===== src/rtl/pulse_seq_pkg.sv =====
// -----------------------------------------------------------------------------
// pulse_seq_pkg
//   Shared types and helpers for the pulse_sequencer slice.
//   - CFG_W / REP_W : widths of the delay/width/gap and repeat configuration.
//   - seq_state_t   : sequencer FSM states, explicitly encoded so the values
//                     stay stable for anything that decodes them in debug.
//   - clamp_cfg / clamp_rep : force a zero configuration value up to 1.
// -----------------------------------------------------------------------------
`timescale 1ns / 1ps

package pulse_seq_pkg;

  localparam int CFG_W = 32;
  localparam int REP_W = 16;

  typedef enum logic [2:0] {
    IDLE      = 3'd0,
    ISSUE     = 3'd1,
    WAIT_ACK  = 3'd2,
    WAIT_DONE = 3'd3,
    GAP       = 3'd4
  } seq_state_t;

  // The generator counts a zero delay/width through the full 2^32 range,
  // so zero is promoted to the shortest legal value.
  function automatic logic [CFG_W-1:0] clamp_cfg(input logic [CFG_W-1:0] value);
    return (value == '0) ? CFG_W'(1) : value;
  endfunction

  // A zero repeat count still produces one pulse.
  function automatic logic [REP_W-1:0] clamp_rep(input logic [REP_W-1:0] value);
    return (value == '0) ? REP_W'(1) : value;
  endfunction

endpackage : pulse_seq_pkg


===== src/rtl/key_debouncer.sv =====
// -----------------------------------------------------------------------------
// key_debouncer
//   Conditions a raw, active-low, asynchronous push-button into a single-cycle
//   press strobe.
//   Ports:
//     clk      in  : system clock
//     reset_n  in  : asynchronous active-low reset
//     key_n    in  : raw push-button level (low = pressed), asynchronous
//     press    out : one-cycle strobe on an accepted 1->0 debounced transition
//   Parameter:
//     DEBOUNCE_CYCLES : consecutive stable synchronized cycles needed before
//                       the debounced level follows the key.
// -----------------------------------------------------------------------------
`timescale 1ns / 1ps

module key_debouncer #(
  parameter int DEBOUNCE_CYCLES = 1_000_000
) (
  input  logic clk,
  input  logic reset_n,
  input  logic key_n,
  output logic press
);

  localparam int CNT_W = (DEBOUNCE_CYCLES > 1) ? $clog2(DEBOUNCE_CYCLES) : 1;
  localparam logic [CNT_W-1:0] CNT_LAST = CNT_W'(DEBOUNCE_CYCLES - 1);

  logic             sync1_q, sync1_d;
  logic             sync2_q, sync2_d;
  logic             level_q, level_d;
  logic [CNT_W-1:0] cnt_q,   cnt_d;
  logic             press_q, press_d;

  // NOTE: every signal assigned here gets a default first, so no path can
  // leave it unassigned and infer a latch.
  always_comb begin
    sync1_d = key_n;
    sync2_d = sync1_q;
    level_d = level_q;
    cnt_d   = '0;
    press_d = 1'b0;

    // Count consecutive cycles in which the synchronized key disagrees with
    // the accepted level; a single agreeing cycle (bounce) restarts the count.
    if (sync2_q != level_q) begin
      if (cnt_q == CNT_LAST) begin
        level_d = sync2_q;
        press_d = ~sync2_q;  // only the 1->0 (press) edge produces an event
      end else begin
        cnt_d = cnt_q + CNT_W'(1);
      end
    end
  end

  // NOTE: sequential state uses non-blocking assignments so every flop samples
  // the pre-edge values, independent of statement order.
  always_ff @(posedge clk or negedge reset_n) begin
    if (!reset_n) begin
      sync1_q <= 1'b1;
      sync2_q <= 1'b1;
      level_q <= 1'b1;
      cnt_q   <= '0;
      press_q <= 1'b0;
    end else begin
      sync1_q <= sync1_d;
      sync2_q <= sync2_d;
      level_q <= level_d;
      cnt_q   <= cnt_d;
      press_q <= press_d;
    end
  end

  assign press = press_q;

endmodule : key_debouncer


===== src/rtl/pulse_sequencer.sv =====
// -----------------------------------------------------------------------------
// pulse_sequencer
//   Upstream control stage for pulse_generator. A debounced key press starts a
//   burst of generator starts; each start uses a delay/width latched (and
//   clamped to >= 1) at accept time, and consecutive starts are separated by
//   a programmable idle gap after the generator drops busy.
//   Ports:
//     clk, reset_n    : clock, asynchronous active-low reset
//     key_n           : raw push-button, active-low, asynchronous
//     abort           : synchronous active-high burst abort
//     cfg_delay/width : per-pulse delay and width (cycles)
//     cfg_gap         : idle cycles between busy falling and the next start
//     cfg_repeat      : pulses per burst
//     gen_busy        : generator busy (delay_led | pulse_led)
//     gen_start       : one-cycle start strobe to the generator
//     gen_delay/width : latched values driven to the generator
//     busy            : sequencer not IDLE
//     done            : one-cycle strobe at burst completion
//     err             : sticky acknowledge-timeout flag, cleared on accept
//   Parameters:
//     DEBOUNCE_CYCLES : key debounce length
//     ACK_TIMEOUT     : cycles allowed in WAIT_ACK before flagging err
// -----------------------------------------------------------------------------
`timescale 1ns / 1ps

module pulse_sequencer
  import pulse_seq_pkg::*;
#(
  parameter int DEBOUNCE_CYCLES = 1_000_000,
  parameter int ACK_TIMEOUT     = 4
) (
  input  logic             clk,
  input  logic             reset_n,
  input  logic             key_n,
  input  logic             abort,
  input  logic [CFG_W-1:0] cfg_delay,
  input  logic [CFG_W-1:0] cfg_width,
  input  logic [CFG_W-1:0] cfg_gap,
  input  logic [REP_W-1:0] cfg_repeat,
  input  logic             gen_busy,
  output logic             gen_start,
  output logic [CFG_W-1:0] gen_delay,
  output logic [CFG_W-1:0] gen_width,
  output logic             busy,
  output logic             done,
  output logic             err
);

  localparam int ACK_W = (ACK_TIMEOUT > 1) ? $clog2(ACK_TIMEOUT) : 1;
  localparam logic [ACK_W-1:0] ACK_LAST = ACK_W'(ACK_TIMEOUT - 1);

  // ---------------------------------------------------------------------------
  // Key conditioning
  // ---------------------------------------------------------------------------
  logic press;

  key_debouncer #(
    .DEBOUNCE_CYCLES (DEBOUNCE_CYCLES)
  ) u_key_debouncer (
    .clk     (clk),
    .reset_n (reset_n),
    .key_n   (key_n),
    .press   (press)
  );

  // ---------------------------------------------------------------------------
  // State and registers
  // ---------------------------------------------------------------------------
  seq_state_t       state_q,     state_d;
  logic             gen_start_q, gen_start_d;
  logic [CFG_W-1:0] gen_delay_q, gen_delay_d;
  logic [CFG_W-1:0] gen_width_q, gen_width_d;
  logic [CFG_W-1:0] gap_q,       gap_d;
  logic [CFG_W-1:0] gap_cnt_q,   gap_cnt_d;
  logic [REP_W-1:0] rem_q,       rem_d;
  logic [ACK_W-1:0] ack_cnt_q,   ack_cnt_d;
  logic             busy_q,      busy_d;
  logic             done_q,      done_d;
  logic             err_q,       err_d;

  // The state register already reads IDLE in the cycle done is strobed, but
  // the burst is still considered to be finishing then; a press landing on
  // that cycle is dropped rather than starting a new burst back-to-back.
  logic accept;
  assign accept = press && (state_q == IDLE) && !done_q;

  always_comb begin
    state_d     = state_q;
    gen_delay_d = gen_delay_q;
    gen_width_d = gen_width_q;
    gap_d       = gap_q;
    gap_cnt_d   = gap_cnt_q;
    rem_d       = rem_q;
    ack_cnt_d   = ack_cnt_q;
    done_d      = 1'b0;
    err_d       = err_q;

    unique case (state_q)
      IDLE: begin
        if (accept) begin
          gen_delay_d = clamp_cfg(cfg_delay);
          gen_width_d = clamp_cfg(cfg_width);
          gap_d       = cfg_gap;
          rem_d       = clamp_rep(cfg_repeat);
          err_d       = 1'b0;
          state_d     = ISSUE;
        end
      end

      ISSUE: begin
        ack_cnt_d = '0;
        state_d   = WAIT_ACK;
      end

      WAIT_ACK: begin
        if (gen_busy) begin
          state_d = WAIT_DONE;
        end else if (ack_cnt_q == ACK_LAST) begin
          // Generator never acknowledged: abandon the burst without done.
          err_d   = 1'b1;
          state_d = IDLE;
        end else begin
          ack_cnt_d = ack_cnt_q + ACK_W'(1);
        end
      end

      WAIT_DONE: begin
        if (!gen_busy) begin
          rem_d = rem_q - REP_W'(1);
          if (rem_q == REP_W'(1)) begin
            done_d  = 1'b1;
            state_d = IDLE;
          end else if (gap_q == '0) begin
            state_d = ISSUE;
          end else begin
            gap_cnt_d = gap_q;
            state_d   = GAP;
          end
        end
      end

      GAP: begin
        // Leaving at count 1 puts the next start exactly gap cycles after
        // the GAP entry cycle.
        if (gap_cnt_q == CFG_W'(1)) begin
          state_d = ISSUE;
        end else begin
          gap_cnt_d = gap_cnt_q - CFG_W'(1);
        end
      end

      default: begin
        state_d = IDLE;
      end
    endcase

    // Abort outranks every in-state decision, including a coincident ack
    // timeout or burst completion: no done, and err keeps its prior value.
    if (abort && (state_q != IDLE)) begin
      state_d = IDLE;
      done_d  = 1'b0;
      err_d   = err_q;
    end

    // Registered outputs are derived from the next state so they line up
    // with the state register cycle for cycle.
    gen_start_d = (state_d == ISSUE);
    busy_d      = (state_d != IDLE);
  end

  always_ff @(posedge clk or negedge reset_n) begin
    if (!reset_n) begin
      state_q     <= IDLE;
      gen_start_q <= 1'b0;
      gen_delay_q <= CFG_W'(1);
      gen_width_q <= CFG_W'(1);
      gap_q       <= '0;
      gap_cnt_q   <= '0;
      rem_q       <= '0;
      ack_cnt_q   <= '0;
      busy_q      <= 1'b0;
      done_q      <= 1'b0;
      err_q       <= 1'b0;
    end else begin
      state_q     <= state_d;
      gen_start_q <= gen_start_d;
      gen_delay_q <= gen_delay_d;
      gen_width_q <= gen_width_d;
      gap_q       <= gap_d;
      gap_cnt_q   <= gap_cnt_d;
      rem_q       <= rem_d;
      ack_cnt_q   <= ack_cnt_d;
      busy_q      <= busy_d;
      done_q      <= done_d;
      err_q       <= err_d;
    end
  end

  assign gen_start = gen_start_q;
  assign gen_delay = gen_delay_q;
  assign gen_width = gen_width_q;
  assign busy      = busy_q;
  assign done      = done_q;
  assign err       = err_q;

endmodule : pulse_sequencer


===== config.mk =====
export PLATFORM = sky130hd
export DESIGN_NAME = pulse_sequencer
export DESIGN_NICKNAME = d
export VERILOG_FILES = /design/src/rtl/pulse_seq_pkg.sv /design/src/rtl/key_debouncer.sv /design/src/rtl/pulse_sequencer.sv
export SDC_FILE = /design/constraint.sdc
export NUM_CORES = 1
export LEC_CHECK = 0
export CAP_MARGIN = 20
export CORE_ASPECT_RATIO = 0.7
export CORE_UTILIZATION = 51
export CTS_CLUSTER_SIZE = 14
export DETAILED_ROUTE_END_ITERATION = 12
export GPL_TIMING_DRIVEN = 0
export PLACE_DENSITY_LB_ADDON = 0.12
export SYNTH_ARGS = -nofsm -noshare
export SYNTH_HDL_FRONTEND = slang
export SYNTH_SLANG_ARGS = --single-unit
export TNS_END_PERCENT = 20

===== constraint.sdc =====
create_clock -name clk -period 3.2 [get_ports clk]
set_input_delay 0.32 -clock clk [delete_from_list [all_inputs] [get_ports clk]]
set_output_delay 0.32 -clock clk [all_outputs]
set_load 0.05 [all_outputs]

Yosys cells after proc, flatten, opt, wreduce, memory -nomap -nowiden. Cells that the tools add are included.

Reductions and logical operators: 21. Add/subtract/negate cells: 4. Mux-type cells: 35. Bitwise operators: 2. Eq/ne operators: 18.

Operators by type and width (count): $mux W32 (6); $logic_not A32 Y1 (3); $pmux W32 S2 (1); $mux W16 (3); $mux W20 (2); $eq A32 B1 Y1 const B (1); $pmux W16 S2 (1); $sub A32 B1 Y32 const B (1); $mux W3 (8); $add A20 B1 Y20 const B (1); $eq A20 B20 Y1 const B (1); $eq A16 B1 Y1 const B (1); $logic_not A16 Y1 (1); $ne A2 B2 Y1 const B (8); $sub A16 B1 Y16 const B (1); $pmux W3 S5 (1); $reduce_and A5 Y1 (2); $mux W1 (9); $reduce_bool A2 Y1 (4); $eq A3 B1 Y1 const B (2); $eq A3 B2 Y1 const B (2); $reduce_and A3 Y1 (2); $reduce_bool A3 Y1 (2); $mux W2 (2); 11 further kinds (15).

Input port bits: 117. Flip-flop bits (word level): 177.

Longest topological paths before layout.
Depth after elaboration: 7. Gate-level depth with buffers: 10.

Hierarchy. From an unflattened synthesis, not the netlist that was laid out.

Cell total of the unflattened synthesis: 985. Area total of the unflattened synthesis: 8717.1 um^2.

By module, submodules not included: pulse_sequencer (times used 1, cells each 876, area an instance 7569.8 um^2, sequential area each 3831.2 um^2); key_debouncer (times used 1, cells each 109, area an instance 1147.4 um^2, sequential area each 604.3 um^2).

Worst setup path before layout. No wires, ideal clock.

Kind: register -> register. From: register gap_cnt_q[10]. To: register gap_cnt_q[4]. Data arrival time: 2.276 ns. Cell stages (with the launch flop): 9. Path buffers: 2. Slack: 0.798 ns. Library setup time: 0.125 ns. Clock period less this slack: 2.402 ns. Required time: 3.075 ns. Path through: dfrtp_1 or4_1 buf_2 nor4_4 and3_4 a21o_1 buf_6 nand2_4 mux2_4.

Word-level cells in the longest chain between the ends: 3.

RTL lines: from (decl) (line pulse_sequencer.sv:74) `logic [CFG_W-1:0] gap_cnt_q, gap_cnt_d;`; from (signal assigned) (line pulse_sequencer.sv:190) `gap_cnt_q <= gap_cnt_d;`; $eq A32 B1 Y1 (line pulse_sequencer.sv:145) `if (gap_cnt_q == CFG_W'(1)) begin`; $ne A2 B2 Y1 (no line); $reduce_and A5 Y1 (no line).

No other way between the ends. A chain may end at the register's enable or synchronous reset.

Worst setup path after layout.
From: register gap_cnt_q[8]. To: register gap_cnt_q[14].

Word-level cells in the longest chain between the ends: 3. Elaborated cells between the ends (all ways): 6. Classes of those cells: add/sub (1); eq/ne (2); mux (2); reduce/logical (1).

RTL lines (line): $sub A32 B1 Y32 or $eq A32 B1 Y1 (tied branches) (pulse_sequencer.sv:148, pulse_sequencer.sv:145); $mux W32 or $ne A2 B2 Y1 (tied branches); $pmux W32 S2 or $reduce_and A5 Y1 (tied branches).

Several ways; a longest one is shown, not always the timed one. The select of a mux whose other input is x is not followed.

==> flow_metrics.py <==
metrics = {
    "global_route": {
        "grt_max_degree": 96,
        "grt_overflow": 0,
        "grt_usage_pct": 29.7,
        "grt_pass1_wl_um": 38500,
        "grt_pass1_vias": 7209,
        "antenna_found_initial": 2,
    },
    "floorplanning": {
        "fp.dieH_um": 110,
        "initial_core_util_pct": 53.4,
        "die-area_sq_mm": 0.0171,
        "fp.dieW_um": 156,
        "ioPinCount": 185,
        "rows": 38,
        "coreArea_sq_mm": 0.0158,
    },
    "timing": {
        "finalSetupViolCount": 0,
        "max_freq_ghz": 0.343,
        "finalHoldViolCount": 0,
        "holdWs_ns": 0.288,
        "rsz0062_at_grt": "no",
        "fin_crit_ns": 2.92,
        "worst_pin_slew_ns": 0.937,
        "fin_crit_sh_pct": 91.2,
        "slew_violations": 0,
        "slew-limit-headroom_pct": 37.6,
        "skew_ns": 0.0109,
    },
    "pwr": {
        "power_density_mw_per_mm2": 498,
        "ir_drop_mv": 0.353,
        "p_leak_nw": 4.77,
        "p_total_mw": 5.57,
    },
    "setup_path": {
        "worstPathArrival_ns": 3.22,
        "crit_chain": "or4_1 > buf_2 > nor4_4 > and3_4 > a21oi_2 > nor2_4 > buf_4 > o221ai_1",
        "max_stage_delay_ns": 0.50,
        "worstSetupPathType": "reg2reg",
        "end_kind": "flip-flop",
        "cp-start-kind": "flip-flop",
        "crit_fanout": 10,
        "crit_slowest_cell": "or4_1",
        "crit_required_ns": 3.51,
    },
    "logic_synthesis": {
        "ys_ff_latch": 177,
        "yosys.area.top_type": "dfrtp_1",
        "syn_area_per_cell_sq_um": 10.8,
        "synth_cell_types": 66,
        "synth_area_leaders": "dfrtp_1 (51%), mux2_2 (13%), nor4_1 (3.3%)",
        "synth_edf_count": 0,
        "ys_seq_area_share_pct": 52.5,
        "synth_ff_type": "dfrtp_1",
        "synthesis.instances": 783,
        "synth_top_area_share_pct": 50.9,
        "synth_area_sq_mm": 0.00845,
        "yosys_warnings": 0,
        "async_reset_ff_share_pct": 100,
        "synth_nets": 906,
    },
    "run_status": {
        "outcome": "finished, final reports clean",
    },
    "job": {
        "drv_cap": 0,
    },
    "worst_hold_path": {
        "min_path_type": "in2reg",
    },
    "drt": {
        "drc": 0,
        "drt-initial-drc-count": 687,
        "first_pass_iters": 5,
        "drtAntennaViolNets": 0,
        "vias": 7205,
        "post_drt_wl_per_cell_um": 19.8,
        "wl_um": 24100,
        "vias_per_cell": 5.90,
    },
    "clock_network": {
        "clkLatencyLatePin_ns": 0.44,
        "clock_path_buffers": 2,
        "numCtsBuffers": 17,
        "root_buffer": "clkbuf_16",
        "post_cts_buffers": 0,
        "cts_tree": "done",
        "htree_num_levels": 4,
        "clk_transition_reported_paths_ns": 0.07,
        "clock-sinks": 177,
    },
    "placement": {
        "gp_congestion": 0.941,
        "numPortBuffers": 183,
        "hpwl_um": 17400,
    },
    "layout": {
        "utilization_pct": 70.7,
        "drive_above_1_share_pct": 15.4,
        "fin_nets": 1110,
        "syn_to_final_growth_pct": 32.4,
        "nFillCells": 1191,
    },
}
[final timing paths]
| kind | start | end | slack [ns] | depth (start not counted) |
|---|---|---|---|---|
| hold reg to reg | u_key_debouncer.sync1_q | u_key_debouncer.sync2_q | 0.36 | 0 |
| setup reg to reg | gap_cnt_q[8] | gap_cnt_q[14] | 0.28 | 8 |
| setup / recovery | gap_cnt_q[8] | gap_cnt_q[14] | 0.28 | 8 |
| max in group asynchronous | reset_n | gen_delay[0] | 1.83 | 3 |
| min in group asynchronous | reset_n | rem_q[7] | 0.46 | 2 |
| hold / removal | key_n | u_key_debouncer.sync1_q | 0.29 | 1 |
[routing by layer]
layer | GRT usage [%] | up-vias | routed length [um]
li1 | - | 3342 | -
met1 | 41.6 | 3512 | 10900
met2 | 43.7 | 321 | 10500
met3 | 11.2 | 28 | 2490
met4 | 6.79 | 2 | 286
met5 | 0 | - | 12
[worst max-delay path: cells and delay by family (launching register included)]
| kind | cells | cell delay (ns) |
|---|---|---|
| and+or+nand+nor | 4 | 1.57 |
| AOI/OAI and AO/OA | 2 | 0.29 |
| buffers and inverters | 2 | 0.45 |
| DFF | 1 | 0.47 |
[area by class of cell]
class	count	area, sq um	share of cell area (%)
Inverter	16	60.1	0.537
Clock inverter	14	150	1.34
Buffer	39	170	1.52
Tap cell	220	275	2.46
Sequential cell	177	4440	39.6
Clock buffer	18	429	3.84
Antenna cell	1	2.50	0.0224
Timing Repair Buffer	185	1870	16.8
Multi-Input combinational cell	551	3790	33.9
[flip-flops by register name (all words and copies together), names as in the netlist]
signal                   count
u_key_debouncer.press        1
busy                         1
state_q                      3
gen_start                    1
gap_q                       32
ack_cnt_q                    2
gen_delay                   32
gap_cnt_q                   32
u_key_debouncer.sync2_q      1
gen_width                   32
err                          1
u_key_debouncer.sync1_q      1
rem_q                       16
done                         1
u_key_debouncer.cnt_q       20
u_key_debouncer.level_q      1
[cell families after synthesis]
logic type / count (synthesis) / share of synthesized area [%]
buffers and inverters: 55 / 2.71
AOI/OAI and AO/OA: 152 / 11.7
xor gates and xnor gates: 27 / 2.80
DFF: 177 / 52.5
and+or+nand+nor: 271 / 16.7
muxes: 95 / 12.7
adders and majority gates: 6 / 0.888
[cells in the final DEF, fill, tap and decap left out, types with 5 or more instances in the layout]
| cell type | instances |
|---|---|
| a21oi_1 | 39 |
| a22oi_1 | 5 |
| a31oi_1 | 7 |
| and3_1 | 5 |
| buf_2 | 9 |
| clkbuf_1 | 27 |
| clkbuf_16 | 17 |
| clkdlybuf4s50_1 | 182 |
| dfrtp_1 | 172 |
| dfstp_2 | 5 |
| ha_1 | 6 |
| inv_1 | 16 |
| mux2_2 | 94 |
| nand2_1 | 42 |
| nand3_1 | 22 |
| nand4_1 | 18 |
| nor2_1 | 69 |
| nor3_1 | 33 |
| nor4_1 | 45 |
| o21ai_0 | 28 |
| o22ai_1 | 16 |
| o2bb2ai_1 | 8 |
| o31ai_1 | 5 |
| or3_1 | 12 |
| or4_1 | 6 |
| xnor2_1 | 10 |
| xor2_1 | 17 |
[what timing repair did]
action | 4_1_cts | 5_1_grt
endpoints found under the hold margin | 81 | 0
hold buffers | 1 | 0
gates resized for setup | 0 | 3
endpoints found under the setup margin | 0 | 33
[stage by stage]
stage                     setup TNS, ns  setup slack (ns)  cell area (sq um)  std cells
after CTS                             0            0.0415              11200       1220
after global routing                  0            0.0109              11200       1220
after floorplan                       0             0.798               8450        783
after global placement          -971.15             -5.57              10600       1186
final                                 0             0.282              11200       1221
after detailed placement              0            0.0508              10600       1187
[cells in the mapped netlist (3+ instances only)]
| cell type | n |
|---|---|
| xor2_1 | 17 |
| a31oi_1 | 7 |
| dfstp_2 | 5 |
| o21ai_0 | 28 |
| nand3_1 | 22 |
| and3_1 | 5 |
| a21oi_1 | 39 |
| clkbuf_1 | 27 |
| o21ai_1 | 4 |
| or3_1 | 12 |
| nor4_1 | 45 |
| ha_1 | 6 |
| o221a_2 | 3 |
| nand2_1 | 42 |
| o32ai_1 | 3 |
| o211ai_1 | 4 |
| buf_2 | 9 |
| nor3_1 | 33 |
| o22ai_1 | 16 |
| mux2_2 | 94 |
| a21o_1 | 4 |
| a22oi_1 | 5 |
| a211o_1 | 4 |
| nand4_1 | 18 |
| xnor2_1 | 10 |
| inv_1 | 16 |
| o31ai_1 | 5 |
| nor2_1 | 69 |
| or4_1 | 6 |
| dfrtp_1 | 172 |
| o2bb2ai_1 | 8 |
[where the power goes]
| group | switching [mW] | total [mW] | internal (mW) |
|---|---|---|---|
| Sequential | 0.243 | 2.67 | 2.43 |
| Clock | 0.976 | 2.08 | 1.10 |
| Combinational | 0.407 | 0.819 | 0.412 |
| Total | 1.63 | 5.57 | 3.94 |
Note: power is estimated with default switching activity, not from simulation.
